<file path="src/rtl/write_pixels_pkg.sv">
// Shared types and constants for the TM1640-style serial display writer.
package write_pixels_pkg;

   typedef enum logic [2:0] {
      IDLE,
      START,
      BIT_LO,
      BIT_HI,
      STOP_LO,
      STOP_HI,
      GAP
   } state_t;

   // A frame is either a lone command byte, the fixed-address data command, or address+pixel
   typedef enum logic [1:0] {
      FRAME_CMD,
      FRAME_DATACMD,
      FRAME_ADDR
   } frame_t;

   localparam logic [7:0] CMD_FIXED_ADDR = 8'h44;
   localparam logic [7:0] POS_CMD_ONLY   = 8'hFF;
   localparam logic [7:0] ADDR_BASE      = 8'hC0;

   function automatic logic [7:0] frameByte(frame_t kind, logic byteSel,
                                            logic [7:0] pos, logic [7:0] value);
      logic [7:0] result;
      case (kind)
         FRAME_DATACMD: result = CMD_FIXED_ADDR;
         FRAME_ADDR:    result = byteSel ? value : pos;
         default:       result = value;
      endcase
      return result;
   endfunction

   function automatic logic frameLastByte(frame_t kind, logic byteSel);
      return (kind != FRAME_ADDR) || byteSel;
   endfunction

endpackage

</file>
<file path="src/rtl/write_pixels_if.sv">
// Request/serial-pin bundle between the display sequencer and the writer.
interface write_pixels_if;
   logic       valid;
   logic [7:0] pos;
   logic [7:0] value;
   logic       o_sclk;
   logic       o_din;
   logic       busy;

   modport master (output valid, pos, value, input o_sclk, o_din, busy);
   modport slave  (input valid, pos, value, output o_sclk, o_din, busy);
endinterface

</file>
<file path="src/rtl/write_pixels.sv">
// Serial display writer: one (pos, value) request becomes one or two TM1640-style frames.
// Define WRITE_PIXELS_DATACMD_EN to prefix every pixel write with the 8'h44 data-command frame.
module write_pixels
   import write_pixels_pkg::*;
#(
   parameter int CLK_DIV = 12
) (
   input logic           CLK,
   input logic           rst_n,
   write_pixels_if.slave bus
);

   localparam int              PW         = $clog2(CLK_DIV) + 1;
   localparam logic [PW-1:0]   PHASE_LAST = PW'(CLK_DIV - 1);

   state_t        state_q, state_d;
   frame_t        kind_q, kind_d;
   logic [PW-1:0] phase_q, phase_d;
   logic [2:0]    bit_q, bit_d;
   logic          byte_q, byte_d;
   logic [7:0]    pos_q, pos_d;
   logic [7:0]    value_q, value_d;
   logic          sclk_q, sclk_d;
   logic          din_q, din_d;
   logic          busy_q, busy_d;
   logic          armed_q;
   logic          phaseDone;
   logic [7:0]    curByte;

   // armed_q keeps a request that arrives on the reset-release edge from being taken
   always_ff @(posedge CLK or negedge rst_n) begin
      if (!rst_n) begin
         state_q <= IDLE;
         kind_q  <= FRAME_CMD;
         phase_q <= '0;
         bit_q   <= '0;
         byte_q  <= 1'b0;
         pos_q   <= '0;
         value_q <= '0;
         sclk_q  <= 1'b1;
         din_q   <= 1'b1;
         busy_q  <= 1'b0;
         armed_q <= 1'b0;
      end else begin
         state_q <= state_d;
         kind_q  <= kind_d;
         phase_q <= phase_d;
         bit_q   <= bit_d;
         byte_q  <= byte_d;
         pos_q   <= pos_d;
         value_q <= value_d;
         sclk_q  <= sclk_d;
         din_q   <= din_d;
         busy_q  <= busy_d;
         armed_q <= 1'b1;
      end
   end

   always_comb begin
      state_d   = state_q;
      kind_d    = kind_q;
      phase_d   = phase_q;
      bit_d     = bit_q;
      byte_d    = byte_q;
      pos_d     = pos_q;
      value_d   = value_q;
      phaseDone = (phase_q == PHASE_LAST);

      if (state_q != IDLE) begin
         phase_d = phase_q + 1'b1;
      end

      case (state_q)
         IDLE: begin
            if (bus.valid && armed_q) begin
               pos_d   = bus.pos;
               value_d = bus.value;
               bit_d   = '0;
               byte_d  = 1'b0;
               state_d = START;
`ifdef WRITE_PIXELS_DATACMD_EN
               kind_d  = (bus.pos == POS_CMD_ONLY) ? FRAME_CMD : FRAME_DATACMD;
`else
               kind_d  = (bus.pos == POS_CMD_ONLY) ? FRAME_CMD : FRAME_ADDR;
`endif
            end
         end
         START:   if (phaseDone) state_d = BIT_LO;
         BIT_LO:  if (phaseDone) state_d = BIT_HI;
         BIT_HI: begin
            if (phaseDone) begin
               bit_d   = bit_q + 3'd1;
               state_d = BIT_LO;
               if (bit_q == 3'd7) begin
                  if (frameLastByte(kind_q, byte_q)) begin
                     state_d = STOP_LO;
                  end else begin
                     byte_d = 1'b1;
                  end
               end
            end
         end
         STOP_LO: if (phaseDone) state_d = STOP_HI;
         STOP_HI: if (phaseDone) state_d = GAP;
         GAP: begin
            if (phaseDone) begin
               if (kind_q == FRAME_DATACMD) begin
                  kind_d  = FRAME_ADDR;
                  byte_d  = 1'b0;
                  bit_d   = '0;
                  state_d = START;
               end else begin
                  state_d = IDLE;
               end
            end
         end
         default: state_d = IDLE;
      endcase

      // Every phase ends on phaseDone, so that is also where the timer restarts
      if (phaseDone) begin
         phase_d = '0;
      end

      curByte = frameByte(kind_d, byte_d, pos_d, value_d);
      sclk_d  = 1'b1;
      din_d   = 1'b1;
      case (state_d)
         START:   begin sclk_d = 1'b1; din_d = 1'b0;           end
         BIT_LO:  begin sclk_d = 1'b0; din_d = curByte[bit_d]; end
         BIT_HI:  begin sclk_d = 1'b1; din_d = curByte[bit_d]; end
         STOP_LO: begin sclk_d = 1'b0; din_d = 1'b0;           end
         STOP_HI: begin sclk_d = 1'b1; din_d = 1'b0;           end
         default: begin sclk_d = 1'b1; din_d = 1'b1;           end
      endcase
      busy_d = (state_d != IDLE);
   end

   assign bus.o_sclk = sclk_q;
   assign bus.o_din  = din_q;
   assign bus.busy   = busy_q;

endmodule

</file>
<file path="src/flat_wrapper.sv">
// flat-port wrapper written by rule: the top's interface ports become plain ports
module write_pixels_flat import write_pixels_pkg::*;
#(
   parameter int CLK_DIV = 12
)
  (CLK, rst_n, bus_valid, bus_pos, bus_value, bus_o_sclk, bus_o_din, bus_busy);
  write_pixels_if bus_i ();
  input logic CLK;
  input logic rst_n;
  input wire logic [$bits(bus_i.valid)-1:0] bus_valid;
  input wire logic [$bits(bus_i.pos)-1:0] bus_pos;
  input wire logic [$bits(bus_i.value)-1:0] bus_value;
  output wire logic [$bits(bus_i.o_sclk)-1:0] bus_o_sclk;
  output wire logic [$bits(bus_i.o_din)-1:0] bus_o_din;
  output wire logic [$bits(bus_i.busy)-1:0] bus_busy;
  assign bus_i.valid = bus_valid;
  assign bus_i.pos = bus_pos;
  assign bus_i.value = bus_value;
  assign bus_o_sclk = bus_i.o_sclk;
  assign bus_o_din = bus_i.o_din;
  assign bus_busy = bus_i.busy;
  write_pixels #(.CLK_DIV(CLK_DIV)) u_core (.CLK(CLK), .rst_n(rst_n), .bus(bus_i));
endmodule
</file>
<file path="config.mk">
export PLATFORM = sky130hd
export DESIGN_NAME = write_pixels_flat
export DESIGN_NICKNAME = d
export VERILOG_FILES = /design/src/rtl/write_pixels_pkg.sv /design/src/rtl/write_pixels_if.sv /design/src/rtl/write_pixels.sv /design/src/flat_wrapper.sv
export SDC_FILE = /design/constraint.sdc
export NUM_CORES = 1
export LEC_CHECK = 0
export CAP_MARGIN = 20
export CORE_MARGIN = 10
export CORE_UTILIZATION = 40
export CTS_CLUSTER_DIAMETER = 200
export CTS_CLUSTER_SIZE = 25
export DETAILED_ROUTE_END_ITERATION = 10
export PLACE_DENSITY = 0.7
export SLEW_MARGIN = 20
export SYNTH_ARGS = -nofsm -noshare
export SYNTH_HDL_FRONTEND = slang
export SYNTH_SLANG_ARGS = --single-unit
export TNS_END_PERCENT = 100
</file>
<file path="constraint.sdc">
create_clock -name CLK -period 3.3 [get_ports CLK]
set_clock_uncertainty 0.15 [all_clocks]
set_input_delay 0.99 -clock CLK [delete_from_list [all_inputs] [get_ports CLK]]
set_output_delay 0.99 -clock CLK [all_outputs]
set_load 0.03 [all_outputs]
</file>
# Yosys cells after proc, flatten, opt, wreduce, memory -nomap -nowiden
# Cells that the tools add are included.
# classes
add_sub_neg	2
magnitude_cmp	1
n_eq_ne	18
mux	40
n_reduce_logical	9
# op_table
cell	n
8-bit 2-to-1 mux	5
3-bit 2-to-1 mux	13
3-bit one-hot mux with 7 select lines	1
3-bit == test, second input constant	6
8-bit one-hot mux with 2 select lines	1
3-bit by 2-bit == test with 1-bit output, second input constant	4
5-bit 2-to-1 mux	2
1-bit 2-to-1 mux	9
3-bit one-hot mux with 3 select lines	1
8-bit == test, second input constant	1
2-bit 2-to-1 mux	4
3-bit by 1-bit == test with 1-bit output, second input constant	2
3-bit nonzero test	2
5-bit by 1-bit adder with 5-bit output, second input constant	1
5-bit by 4-bit == test with 1-bit output, second input constant	1
2-bit by 1-bit == test with 1-bit output, second input constant	2
3-bit by 4-bit less-than comparator with 1-bit output, second input constant	1
2-bit one-hot mux with 2 select lines	1
2-bit OR reduction	2
3-bit by 1-bit adder with 3-bit output, second input constant	1
1-bit binary-select mux with 3-bit select	1
3-bit zero test	1
1-bit one-hot mux with 3 select lines	1
3-bit OR reduction	1
6 further kinds	6
# totals
ff_bits	34
input_bits	19
out_inout_bits	3
word_cells	81

# Depth between registers and ports, before layout
# logic_depth
depth_word	11
depth_mapped	14
depth_no_buf	12

# Worst setup path after synthesis
# Ideal clock, no wire load.
# synth_timing
path_kind	input-to-reg
from	in bus_valid
to	reg u_core.din_q, in the netlist u_core.bus.o_din
setup_ns	0.081
t_arrival_ns	3.331
setup_slack_ns	-0.261
cell_stages	12
path_buffers	1
cell_sequence	nand2_1 nor2_8 buf_12 mux2_2 inv_1 ha_1 a31oi_2 o211ai_4 mux2_1 mux2_2 a22oi_2 a2bb2oi_2
# synth_between
elab_chain_len	8
# synth_rtl
element	line_no	source
from (decl)	flat_wrapper.sv:10	input wire logic [$bits(bus_i.valid)-1:0] bus_valid;
1-bit logical AND *	write_pixels.sv:75	if (bus.valid && armed_q) begin
2-bit 2-to-1 mux *	write_pixels.sv:75	
2-bit one-hot mux with 2 select lines *	write_pixels.sv:73	case (state_q)
net u_core.kind_d[1]	write_pixels.sv:17	frame_t kind_q, kind_d;
2-bit == test / 2-bit by 1-bit == test with 1-bit output (equally long branches)	write_pixels_pkg.sv:28	case (kind)
8-bit one-hot mux with 2 select lines *	write_pixels_pkg.sv:28	
1-bit binary-select mux with 3-bit select *	write_pixels.sv:130, write_pixels.sv:131	
1-bit 2-to-1 mux (implied by the code) *	write_pixels.sv:130, write_pixels.sv:131	
1-bit one-hot mux with 2 select lines *	write_pixels.sv:128	case (state_d)
net u_core.din_d	write_pixels.sv:24	logic din_q, din_d;
to (signal assigned)	write_pixels.sv:53	din_q <= din_d;
to (decl)	write_pixels.sv:24	
# The timed path passes the listed nets; every way through them passes the cells marked *. The select of a mux whose other input is x is not followed.
# A chain may end at the register's enable or synchronous reset.

# Worst setup path after layout
# layout_timing
from	reg u_core.state_q[2]
to	reg u_core.din_q, in the netlist u_core.bus.o_din
# layout_between
elab_chain_len	7
# layout_rtl
element	line_no	source
from (decl)	write_pixels.sv:16	state_t state_q, state_d;
from (signal assigned)	write_pixels.sv:45	state_q <= state_d;
3-bit == test / 3-bit zero test (equally long branches)	write_pixels.sv:73	
2-bit one-hot mux with 2 select lines *	write_pixels.sv:73	
net u_core.kind_d[1]	write_pixels.sv:17	
2-bit == test / 2-bit by 1-bit == test with 1-bit output (equally long branches)	write_pixels_pkg.sv:28	
8-bit one-hot mux with 2 select lines *	write_pixels_pkg.sv:28	
1-bit binary-select mux with 3-bit select *	write_pixels.sv:130, write_pixels.sv:131	
1-bit 2-to-1 mux (implied by the code) *	write_pixels.sv:130, write_pixels.sv:131	
1-bit one-hot mux with 2 select lines *	write_pixels.sv:128	
net u_core.din_d	write_pixels.sv:24	
# Marks and branches as above.

==> qor.csv <==
metric;value;unit
yosys_warnings;0;
yosysTopAreaCellShare;39.9;%
ctsRootBufferMaster;clkbuf_8;
ys_seq_area_share;42.5;%
ys_top_cells_by_area;dfrtp_1, mux2_2, mux2_1, ha_1, dfstp_2;
clk_pin_slew;0.07;ns
fin_total_pwr;0.000916;W
crit_fanout;8;
yosys.area.top_type;dfrtp_1;
syn_avg_cell_area;11.6;um2
synth-main-ff-cell;dfrtp_1;
synthSimpleGateAreaFrac;18.1;%
track_usage;10.6;%
synth_fa_ha_area_share;3.12;%
fp.dieH;90.8;um
fin_crit_sh;93.8;%
fillCellCount;404;
diodes;0;
muxShareOfSynthArea;15.8;%
dp_hpwl;3110;um
ios;22;
use_met2;16.8;%
irDropWorstVdd;222;uV
endpoint_kind;flip-flop;
antenna_found_initial;0;
yosysMostFrequentCell;dfrtp_1;
grt_setup_unrepaired;false;
ys_ff_latch;34;
critPathKind;reg -> reg;
io_buffers;21;
drt_wl_total;4290;um
crit_required;3.37;ns
grt_max_degree;35;
dr_total_vias;1435;
drc_errors;0;
dieArea;8250;um2
finalMaxSlewViolations;0;
drv_cap;0;
grt_pass1_vias;1452;
synth_area;2010;um2
cts_hold_buf;0;
fmaxAchievable;323;MHz
synth_top_family_by_area;simple AND/OR/NAND/NOR gates;
drive_gt1_share;28.2;%
grt_use_met3;2.00;%
grt_pass1_wl;7380;um
cts_tree;done;
cts_max_path_buffers;2;
hp-class;reg -> reg;
wire_per_inst;15.5;um
fin_crit;3.10;ns
drtAntennaViolNets;0;
vias_per_cell;5.20;
initial_core_util;41.9;%
grt_overflow;0;
syn_nets;197;
async_reset_ff_share;100;%
area_growth;27.4;%
grt.busiest_layer;met2;
place_area;2370;um2
cts_made_buffers;5;
hold_viol;0;
core_area;4790;um2
synth_edf_count;0;
dr.pass1.iters;4;
rows;25;
p_per_area;359;nW/um2
use_met1;14.0;%
drt-initial-drc-count;97;
synthCells;173;
fin_nets;232;
fin_area;2550;um2
synth.distinct_cells;62;
p_leak;1.25;nW
synth_compound_area_share;14.5;%
setup_violations;0;
clk_latency;0.28;ns
status;finished, final reports clean;
yosys-top-cells-count;dfrtp_1, mux2_2, nand2_1;
htreeDepth;2;
cts_sinks;34;
globalplace.congestion;0.817;
die_w;90.8;um
startpoint_type;flip-flop;
cp_data_arrival_time;3.16;ns
synth-xor-area-share;1.75;%
[stage by stage]
step                      setup TNS (ns)  hold slack, ns  util, %  setup slack [ns]  std cells
after floorplan                        0           0.297        -            0.0214        173
after global placement            -0.308           0.318     49.6            -0.308        267
after detailed placement          -0.337           0.328     49.6            -0.337        267
after CTS                              0           0.346     52.4            0.0333        275
after global routing                   0           0.359     53.4            0.0708        276
final                                  0           0.343     53.4             0.203        276
[power breakdown]
group          switching (W)  internal [W]
Sequential       0.000000456      0.000417
Clock               0.000162      0.000303
Combinational      0.0000146     0.0000198
Total               0.000177      0.000740
[sequential cells by signal (all words and copies together), names as in the netlist]
name / count
u_core.bus.o_sclk: 1
u_core.bit_q: 3
u_core.value_q: 8
u_core.bus.busy: 1
u_core.byte_q: 1
u_core.armed_q: 1
u_core.bus.o_din: 1
u_core.state_q: 3
u_core.phase_q: 5
u_core.kind_q: 2
u_core.pos_q: 8
[layout by cell type, fill, tap and decap left out, types with 4 or more instances in the layout]
cell,netlist,routed
buf_4,1,12
a21oi_1,4,4
mux2_2,12,11
nand2_1,11,10
o21ai_0,7,7
mux2_1,10,7
dfrtp_1,32,32
inv_1,6,5
mux2i_1,4,4
nor2_1,8,8
dlymetal6s2s_1,0,8
clkbuf_8,0,5
clkdlybuf4s50_1,0,12
nand4_1,7,7
mux2_4,2,6
ha_1,5,4
[worst paths after layout]
| kind | startpoint | end | slack [ns] | cells past startpoint |
|---|---|---|---|---|
| worst max-delay path | u_core.state_q[2] | u_core.bus.o_din | 0.20 | 12 |
| worst min-delay path | u_core.pos_q[0] | u_core.pos_q[0] | 0.34 | 1 |
| worst max register to register | u_core.state_q[2] | u_core.bus.o_din | 0.20 | 12 |
| worst min register to register | u_core.pos_q[0] | u_core.pos_q[0] | 0.34 | 1 |
| max in group asynchronous | rst_n | u_core.bus.o_din | 1.71 | 2 |
| min in group asynchronous | rst_n | u_core.phase_q[0] | 0.95 | 2 |
[layer usage]
layer	part of all wire, %	wire, um
met5	0	0
met4	1.1	48
met3	2.9	123
met2	49	2090
met1	47	2030
[timing repair]
| item | 4_1_cts | 5_1_grt |
|---|---|---|
| pin swaps | 1 | 5 |
| gates resized for setup | 1 | 13 |
| setup endpoints to repair | 1 | 1 |
| buffers inserted | 0 | 1 |
[critical path, stage by stage, from the launching register on]
cell and delay, ns:
dfrtp_1 0.38, or3_1 0.59, nor2_8 0.18, mux2_4 0.31
inv_2 0.07, ha_4 0.20, a31oi_4 0.16, o211ai_4 0.13
buf_6 0.15, or3_1 0.31, nand4_1 0.12, o211ai_2 0.10
a2bb2oi_2 0.17
[cell type report]
class	count	area [um2]	area share, %
well taps	67	83.8	3.28
inverters	6	22.5	0.881
flip-flops and latches	34	853	33.4
repair buffers	35	342	13.4
clock inverters	3	68.8	2.69
multi-input cells	126	1120	43.7
clock buffers	5	68.8	2.69
[logic make-up (layout without fill, tap and decap cells)]
group	after synthesis	in the layout
and+or+nand+nor	55	55
DFF	34	34
AOI/OAI and AO/OA	33	33
muxes	28	28
buffers and inverters	13	49
adders and majority gates	5	5
xor gates and xnor gates	4	4
other	1	1
No activity file was read; power rests on OpenSTA's default activity.
